## config.mk

```make
export PLATFORM = sky130hd
export DESIGN_NAME = sm83_adr_unit
export DESIGN_NICKNAME = d
export VERILOG_FILES = /design/src/rtl/sm83_adr_unit.sv
export SDC_FILE = /design/constraint.sdc
export NUM_CORES = 1
export LEC_CHECK = 0
export BUFFER_PORTS_ARGS = -buffer_cell sky130_fd_sc_hd__buf_4
export CAP_MARGIN = 20
export CORE_ASPECT_RATIO = 0.5
export CORE_MARGIN = 5
export CORE_UTILIZATION = 59
export CTS_CLUSTER_SIZE = 12
export DETAILED_ROUTE_END_ITERATION = 10
export GPL_TIMING_DRIVEN = 1
export HOLD_SLACK_MARGIN = 0.12
export PLACE_DENSITY = 0.8
export SYNTH_ARGS = -nofsm -noshare
export SYNTH_HDL_FRONTEND = slang
export SYNTH_SLANG_ARGS = --single-unit
```

## constraint.sdc

```tcl
create_clock -name clk -period 4.95 [get_ports clk]
set_input_delay 0.7425 -clock clk [delete_from_list [all_inputs] [get_ports clk]]
set_output_delay 0.7425 -clock clk [all_outputs]
set_load 0.02 [all_outputs]
```

## src/rtl/sm83_adr_unit.sv

```systemverilog
// sm83_adr_unit: address latch with a +/- step incrementer, a small bank of
// pointer registers with write-back, and a burst sequencer. The burst
// sequencer streams consecutive addresses over a valid/ready handshake.
// All state changes on the falling edge of clk. Reset is synchronous and
// active-low.
module sm83_adr_unit #(
  parameter int AW     = 16,
  parameter int NPTR   = 4,
  parameter int STEP_W = 2,
  parameter int LEN_W  = 8
) (
  input  logic                    clk,
  input  logic                    reset,
  input  logic [AW-1:0]           ain,
  output logic [AW-1:0]           aout,
  output logic [AW-1:0]           apin,
  input  logic                    ctl_al_we,
  input  logic                    ctl_al_hi_ff,
  input  logic                    ctl_inc_oe,
  input  logic                    ctl_inc_dec,
  input  logic                    ctl_inc_cy,
  input  logic [STEP_W-1:0]       ctl_step,
  input  logic                    ctl_ptr_oe,
  input  logic                    ctl_ptr_we,
  input  logic [$clog2(NPTR)-1:0] ctl_ptr_sel,
  output logic                    inc_co,
  input  logic                    burst_start,
  input  logic [LEN_W-1:0]        burst_len,
  input  logic                    burst_dec,
  input  logic                    burst_ready,
  output logic                    burst_valid,
  output logic                    burst_busy,
  output logic                    burst_done
);

  typedef enum logic [1:0] {
    S_IDLE,
    S_RUN,
    S_DONE
  } state_t;

  state_t            r_state;
  state_t            w_state_nx;
  logic [AW-1:0]     r_al;
  logic [AW-1:0]     w_al_nx;
  logic [LEN_W-1:0]  r_cnt;
  logic [LEN_W-1:0]  w_cnt_nx;
  logic              r_dec;
  logic              w_dec_nx;
  logic [AW-1:0]     r_ptr [NPTR];

  logic              w_idle;
  logic [AW-1:0]     w_step_ext;
  logic [AW:0]       w_sum;
  logic [AW-1:0]     w_inc;
  logic [AW-1:0]     w_ptr_rd;
  logic [AW-1:0]     w_src;
  logic [AW-1:0]     w_burst_nx;
  logic              w_ptr_wr;

  assign w_idle   = (r_state == S_IDLE);
  assign w_ptr_rd = r_ptr[ctl_ptr_sel];
  assign w_ptr_wr = w_idle && ctl_ptr_we;

  // Step adder: one extra bit on top catches both carry-out and borrow-out.
  always_comb begin
    w_step_ext = ctl_inc_cy ? AW'(ctl_step) : '0;
    if (ctl_inc_dec) begin
      w_sum = {1'b0, r_al} - {1'b0, w_step_ext};
    end else begin
      w_sum = {1'b0, r_al} + {1'b0, w_step_ext};
    end
  end

  assign w_inc  = w_sum[AW-1:0];
  assign inc_co = w_sum[AW];

  // Latch source select: pointer beats incrementer beats high-byte-forced beats ain.
  always_comb begin
    // NOTE: every combinational output gets a default before the priority chain, so no latch is inferred.
    w_src = ain;
    if (ctl_ptr_oe) begin
      w_src = w_ptr_rd;
    end else if (ctl_inc_oe) begin
      w_src = w_inc;
    end else if (ctl_al_hi_ff) begin
      w_src = {{(AW-8){1'b1}}, ain[7:0]};
    end
  end

  // While the sequencer owns the latch, or nothing loads it, the pins just see al.
  assign apin = (w_idle && ctl_al_we) ? w_src : r_al;

  assign w_burst_nx = r_dec ? (r_al - AW'(1)) : (r_al + AW'(1));

  // Sequencer next state, next latch value and handshake outputs.
  always_comb begin
    w_state_nx  = r_state;
    w_al_nx     = r_al;
    w_cnt_nx    = r_cnt;
    w_dec_nx    = r_dec;
    burst_valid = 1'b0;
    burst_done  = 1'b0;
    unique case (r_state)
      S_IDLE: begin
        if (burst_start) begin
          if (burst_len == '0) begin
            w_state_nx = S_DONE;
          end else begin
            w_al_nx    = ain;
            w_cnt_nx   = burst_len;
            w_dec_nx   = burst_dec;
            w_state_nx = S_RUN;
          end
        end else if (ctl_al_we) begin
          w_al_nx = apin;
        end
      end
      S_RUN: begin
        burst_valid = 1'b1;
        if (burst_ready) begin
          w_al_nx  = w_burst_nx;
          w_cnt_nx = r_cnt - LEN_W'(1);
          if (r_cnt == LEN_W'(1)) begin
            w_state_nx = S_DONE;
          end
        end
      end
      S_DONE: begin
        burst_done = 1'b1;
        w_state_nx = S_IDLE;
      end
      default: begin
        w_state_nx = S_IDLE;
      end
    endcase
  end

  assign aout       = r_al;
  assign burst_busy = !w_idle;

  // Latch, count and sequencer state registers; reset wins over every control input.
  always_ff @(negedge clk) begin
    // NOTE: sequential state uses non-blocking assignments so every register samples pre-edge values.
    if (!reset) begin
      r_state <= S_IDLE;
      r_al    <= '0;
      r_cnt   <= '0;
      r_dec   <= 1'b0;
    end else begin
      r_state <= w_state_nx;
      r_al    <= w_al_nx;
      r_cnt   <= w_cnt_nx;
      r_dec   <= w_dec_nx;
    end
  end

  // Pointer bank write-back; a same-cycle read still sees the old entry.
  always_ff @(negedge clk) begin
    // NOTE: the pointer bank is cleared on reset, so it stays flops and never maps to a RAM macro.
    if (!reset) begin
      for (int i = 0; i < NPTR; i++) begin
        r_ptr[i] <= '0;
      end
    end else if (w_ptr_wr) begin
      r_ptr[ctl_ptr_sel] <= w_inc;
    end
  end

  // Driving the pointer and the incrementer onto the source mux together is a control bug.
  a_oe_exclusive : assert property (@(negedge clk) disable iff (!reset)
    !(ctl_ptr_oe && ctl_inc_oe));

endmodule

```

==> qor.log, run 1 <==
qor: status.firstError [ERROR GRT-0232] Routing congestion too high. Check the congestion heatmap in the GUI.
qor: logic_synthesis.synth.avg_cell_area 9.110 sq um
qor: status.outcome.stop_stage global routing
qor: logic_synthesis.yosys_warnings 0
qor: place.detailed_place.area 8178 sq um
qor: logic_synthesis.synth_flop_cell sky130_fd_sc_hd__edfxtp_1
qor: die.floorplan.io_pins 76
qor: die.die_width 156.4 um
qor: clock_network.deepest_level_of_the_cts_h_tree 3
qor: timing.crit_endpoint apin[10]
qor: logic_synthesis.cell_area_after_synthesis 6322 sq um
qor: logic_synthesis.synthDominantAreaCellType sky130_fd_sc_hd__edfxtp_1
qor: status.run_status did not finish
qor: clock_network.cts-root-buf sky130_fd_sc_hd__clkbuf_16
qor: logic_synthesis.number_of_flops_mapped_to_enable_cells_by_yosys 64
qor: place.numPortBuffers 75
qor: grt.globalRouteTotalUtil 0.7791
qor: die.chipHeight 83.20 um
qor: grt.antenna_violations_before_repair 5
qor: logic_synthesis.postSynth.asyncResetShare 0
qor: logic_synthesis.syn-instance-count 694
qor: place.routabilityCongestion 0.9549
qor: logic_synthesis.netlist-cell-type-count 76
qor: clock_network.cts-hold-fix-buffers 0
qor: die.site_row_count 26
qor: logic_synthesis.post_synth_main_area_contributors sky130_fd_sc_hd__edfxtp_1 (30%), sky130_fd_sc_hd__dfxtp_1 (8.5%), sky130_fd_sc_hd__nor2_1 (7.1%)
qor: logic_synthesis.seq_area_frac_synth 0.3895
qor: logic_synthesis.synth_largest_type_area_fraction 0.3040
qor: clock_network.cts_buffers 9
qor: grt.pin_count_of_the_biggest_net_entering_global_routing 32
qor: clock_network.tritoncts_num_sinks 91
qor: place.placed_cells 998
qor: logic_synthesis.synthesis_stage_register_bit_count 91
qor: grt.globalRouteOverflowTotal 114
qor: clock_network.cts_max_path_bufs 2
qor: timing.worst-endpoint-pin-kind output port
qor: logic_synthesis.mappedNetlistNets 769
qor: place.hpwlAfterDp 16050 um
qor: die.start_util 0.6112
==> synth_stat cells, types with 10 or more instances <==
library cell	number
sky130_fd_sc_hd__nor3_1	16
sky130_fd_sc_hd__nand2_1	55
sky130_fd_sc_hd__a21o_1	10
sky130_fd_sc_hd__a31oi_1	11
sky130_fd_sc_hd__nand2b_1	11
sky130_fd_sc_hd__xnor2_1	14
sky130_fd_sc_hd__dfxtp_1	27
sky130_fd_sc_hd__inv_1	24
sky130_fd_sc_hd__nand3_1	10
sky130_fd_sc_hd__o21ai_0	33
sky130_fd_sc_hd__clkbuf_1	33
sky130_fd_sc_hd__edfxtp_1	64
sky130_fd_sc_hd__mux4_2	16
sky130_fd_sc_hd__nor2_1	120
sky130_fd_sc_hd__a21oi_1	51
sky130_fd_sc_hd__ha_1	33
sky130_fd_sc_hd__a211oi_1	14
==> cell families after synthesis <==
group           synth area share
buf+inv                  0.03859
mux                      0.06689
simple gates              0.1971
xor+xnor                 0.03562
flops                     0.3895
fa+ha+maj                0.07164
compound gates            0.2007
==> through the flow <==
| step | worst slack (ps) | utilization | hold WS, ps | setup TNS, ps |
|---|---|---|---|---|
| detailed placement | -1250 | 0.7905 | 478.1 | -66570 |
| global placement | -1112 | 0.7905 | 459.3 | -61740 |
| floorplan | -837.8 | - | 448.2 | -28410 |
| CTS | -1184 | 0.9147 | 482.4 | -37050 |
==> timing repair <==
item                       4_1_cts
buffers inserted                36
gates resized for setup        108
cloned                           1
pin swaps                       50
setup endpoints to repair       84
==> per-layer routing <==
metal  overflow  GRT usage
met4         58     0.7843
met3          1     0.6807
met2         52     0.8740
met5          1     0.2143
met1          2     0.8060
==> inputs of run 2 (changes only) <==
CORE_ASPECT_RATIO = default   (was 0.5)
CORE_UTILIZATION = 40   (was 59)
CTS_CLUSTER_SIZE = default   (was 12)
HOLD_SLACK_MARGIN = default   (was 0.12)
PLACE_DENSITY = default   (was 0.8)
PLACE_DENSITY_LB_ADDON = 0.15   (was default)
==> qor.log, run 2 <==
qor: clock_network.cts-hold-fix-buffers 0 [unchanged]
qor: critical_path.cp.buffers_inverters 6
qor: logic_synthesis.synth.top_cells.by_count sky130_fd_sc_hd__nor2_1 (120), sky130_fd_sc_hd__edfxtp_1 (64), sky130_fd_sc_hd__nand2_1 (55)
qor: clock_network.cts-root-buf sky130_fd_sc_hd__clkbuf_16
qor: die.site_row_count 46 [+77%]
qor: timing.timing.hold.ws 483.0 ps
qor: critical_path.max_stage_delay 340 ps
qor: timing.finClkSkew 27.67 ps
qor: die.core-area 15710 sq um
qor: cells_and_area.final_core_util 0.6265
qor: logic_synthesis.synth.most_common_cell sky130_fd_sc_hd__nor2_1
qor: logic_synthesis.seq_area_frac_synth 0.3895 [unchanged]
qor: pwr.power.leakage 4.356 nW
qor: grt.first_global_vias 6798
qor: pwr.design_power_total 4.910 mW
qor: critical_path.timing.critical_path.required 4210 ps
qor: cells_and_area.largest-register r_ptr
qor: logic_synthesis.mappedNetlistNets 769 [unchanged]
qor: place.hpwlAfterDp 15550 um [-3.1%]
qor: logic_synthesis.netlist-cell-type-count 76 [unchanged]
qor: cells_and_area.final_layout_size_suffix_gt1_frac 0.4014
qor: critical_path.timing.critical_path.max_delay_family buffers and inverters
qor: logic_synthesis.synthDominantAreaCellType sky130_fd_sc_hd__edfxtp_1
qor: routing.drc 0
qor: critical_path.startpoint_type register
qor: clock_network.cts_max_path_bufs 2 [unchanged]
qor: critical_path.worst_setup_path_end_kind primary output
qor: routing.totalWireLength 23040 um
qor: clock_network.clock_latency 430 ps
qor: timing.worst_slew_margin_rel 0.3385
qor: logic_synthesis.number_of_flops_mapped_to_enable_cells_by_yosys 64 [unchanged]
qor: grt.pin_count_of_the_biggest_net_entering_global_routing 32
qor: grt.globalRouteTotalUtil 0.2472
qor: job.maxCapViolations 0
qor: cells_and_area.layout_commonest_cell sky130_fd_sc_hd__buf_4
qor: critical_path.setup.worst_path.class reg -> out
qor: timing.timing.final.setup_violations 79
qor: routing.first_pass_iters 5
qor: cells_and_area.postLayoutCellArea 9843 sq um
qor: die.fp.dieArea 18420 sq um
qor: critical_path.worst-path-max-fanout 4
qor: cells_and_area.largest_register_ff_count 64
qor: grt.antenna_violations_before_repair 0
qor: logic_synthesis.yosys_warnings 0 [unchanged]
qor: timing.worst_margin_slew 992.2 ps
qor: worst_hold_path.hold_path_class reg -> reg
qor: pwr.power.density 498.8 nW/um^2
qor: routing.drt-wirelength-per-cell 19.12 um
qor: logic_synthesis.postSynth.asyncResetShare 0 [unchanged]
qor: logic_synthesis.synth.avg_cell_area 9.110 sq um [unchanged]
qor: logic_synthesis.synth_largest_type_area_fraction 0.3040 [unchanged]
qor: cells_and_area.syn2layout_area_growth 55.69%
qor: clock_network.deepest_level_of_the_cts_h_tree 3 [unchanged]
qor: routing.route.antenna.remaining_nets 0
qor: timing.finalHoldViolations 0
qor: grt.globalRouteOverflowTotal 0
qor: die.floorplan.io_pins 76 [unchanged]
qor: cells_and_area.antenna_cells 0
qor: timing.unrepaired_setup_endpoints_after_global_routing yes
qor: timing.post-route-worst-setup-slack -1186 ps
qor: clock_network.cts_buffers 9 [unchanged]
qor: place.place_worst_setup_slack -1196 ps [+53.94 ps]
qor: critical_path.timing.critical_path.slowest_stage_cell sky130_fd_sc_hd__dfxtp_2
qor: grt.wire_length_of_the_first_global_routing_pass 35220 um
qor: cells_and_area.nNetsFinal 1060
qor: routing.vias 6779
qor: cells_and_area.mostFrequentLayoutCells sky130_fd_sc_hd__buf_4 (180), sky130_fd_sc_hd__inv_1 (112), sky130_fd_sc_hd__nor2_1 (88), sky130_fd_sc_hd__edfxtp_1 (64), sky130_fd_sc_hd__nand2_1 (45)
qor: critical_path.crit_path_cell_trace ha_4 -> buf_4 -> nand4_1 -> o21ai_2 -> buf_4 -> o31ai_4 -> buf_4 -> buf_6 -> a311oi_4 -> buf_4 -> a31oi_4 -> buf_6
qor: clock_network.tritoncts_num_sinks 91 [unchanged]
qor: critical_path.critical_path_arrival 5390 ps
qor: critical_path.rrSetupSlack 1740 ps
qor: routing.dr.first_iter.drc_count 512
qor: logic_synthesis.cell_area_after_synthesis 6322 sq um [unchanged]
qor: die.die_width 135.7 um [-13%]
qor: logic_synthesis.syn-instance-count 694 [unchanged]
qor: pwr.max-vdd-ir-drop 0.2206 mV
qor: place.numPortBuffers 75 [unchanged]
qor: logic_synthesis.post_synth_main_area_contributors sky130_fd_sc_hd__edfxtp_1 (30%), sky130_fd_sc_hd__dfxtp_1 (8.5%), sky130_fd_sc_hd__nor2_1 (7.1%)
qor: place.detailed_place.area 8220 sq um [+0.52%]
qor: place.routabilityCongestion 0.9138 [-4.3%]
qor: routing.routed_via_density 5.626
qor: status.failing_checks negative setup slack
qor: clock_network.tritoncts done
qor: status.run_status complete, but fails checks
qor: logic_synthesis.synth_flop_cell sky130_fd_sc_hd__edfxtp_1
qor: logic_synthesis.synthesis_stage_register_bit_count 91 [unchanged]
qor: timing.slew_viol_final 0
qor: clock_network.clk_transition_reported_paths 40 ps
qor: die.chipHeight 135.7 um [+63%]
qor: critical_path.critical-path-top-cell-by-count sky130_fd_sc_hd__buf_4
qor: die.start_util 0.4024 [-0.2088]
run 2: cell counts after synthesis:
No cell type changed its count.
run 2: power breakdown:
| group | total (mW) | switching [mW] | leakage (nW) | internal (mW) |
|---|---|---|---|---|
| combinational | 2.90 | 1.49 | 2.83 | 1.41 |
| sequential | 1.00 | 0.0651 | 0.892 | 0.940 |
| clock | 1.01 | 0.512 | 0.631 | 0.494 |
run 2: kinds of logic (layout without fill, tap and decap cells):
| group | after synthesis | count (layout) | share of synthesized area |
|---|---|---|---|
| simple gates | 268 | 269 | 0.1971 |
| compound gates | 190 | 190 | 0.2007 |
| flops | 91 | 91 | 0.3895 |
| buf+inv | 64 | 358 | 0.03859 |
| fa+ha+maj | 35 | 35 | 0.07164 |
| xor+xnor | 24 | 24 | 0.03562 |
| mux | 22 | 22 | 0.06689 |
run 2: metrics by stage:
| step | setup TNS [ps] | cells |
|---|---|---|
| 4_1_cts | -39610 | 1202 |
| 6_report | -46220 | 1205 |
| 5_1_grt | -51490 | 1205 |
| 2_1_floorplan | -28410 | 694 |
| 3_5_place_dp | -62160 | 1067 |
| 3_3_place_gp | -61130 | 1067 |
run 2: path summary, 6_finish.rpt:
kind	start	end	cells past startpoint
max	aout[7]	apin[10]	12
min	r_cnt[4]	r_cnt[4]	2
max reg2reg	r_dec	aout[14]	11
min reg2reg	r_cnt[4]	r_cnt[4]	2
run 2: what timing repair did:
item / in CTS / in global routing
setup endpoints to repair: 84 / 80
gates cloned: 1 / 0
buffers inserted: 44 / 17
resized for setup: 109 / 69
pin swaps: 61 / 50
run 2: area by class of cell:
class                   count  area [sq um]
clock buffers               9         225.2
clock inverters            97         414.1
fillers                  1304          5869
inverters                  24         92.59
multi-input cells         540          4441
flip-flops and latches     91          2479
well taps                 216         270.3
repair buffers            228          1922
run 2: worst min-delay path: stages (launching register included):
cell and delay (ps):
sky130_fd_sc_hd__dfxtp_1 300, sky130_fd_sc_hd__o21ai_0 70, sky130_fd_sc_hd__a21oi_1 60
run 2: routing by layer:
metal,wire length [um],track usage,up-vias
met5,0,0,-
met2,11310,0.3999,273
met4,554,0.1019,0
met1,9752,0.3139,3295
li1,-,-,3161
met3,1420,0.06649,50
No activity file was read; power rests on OpenSTA's default activity.
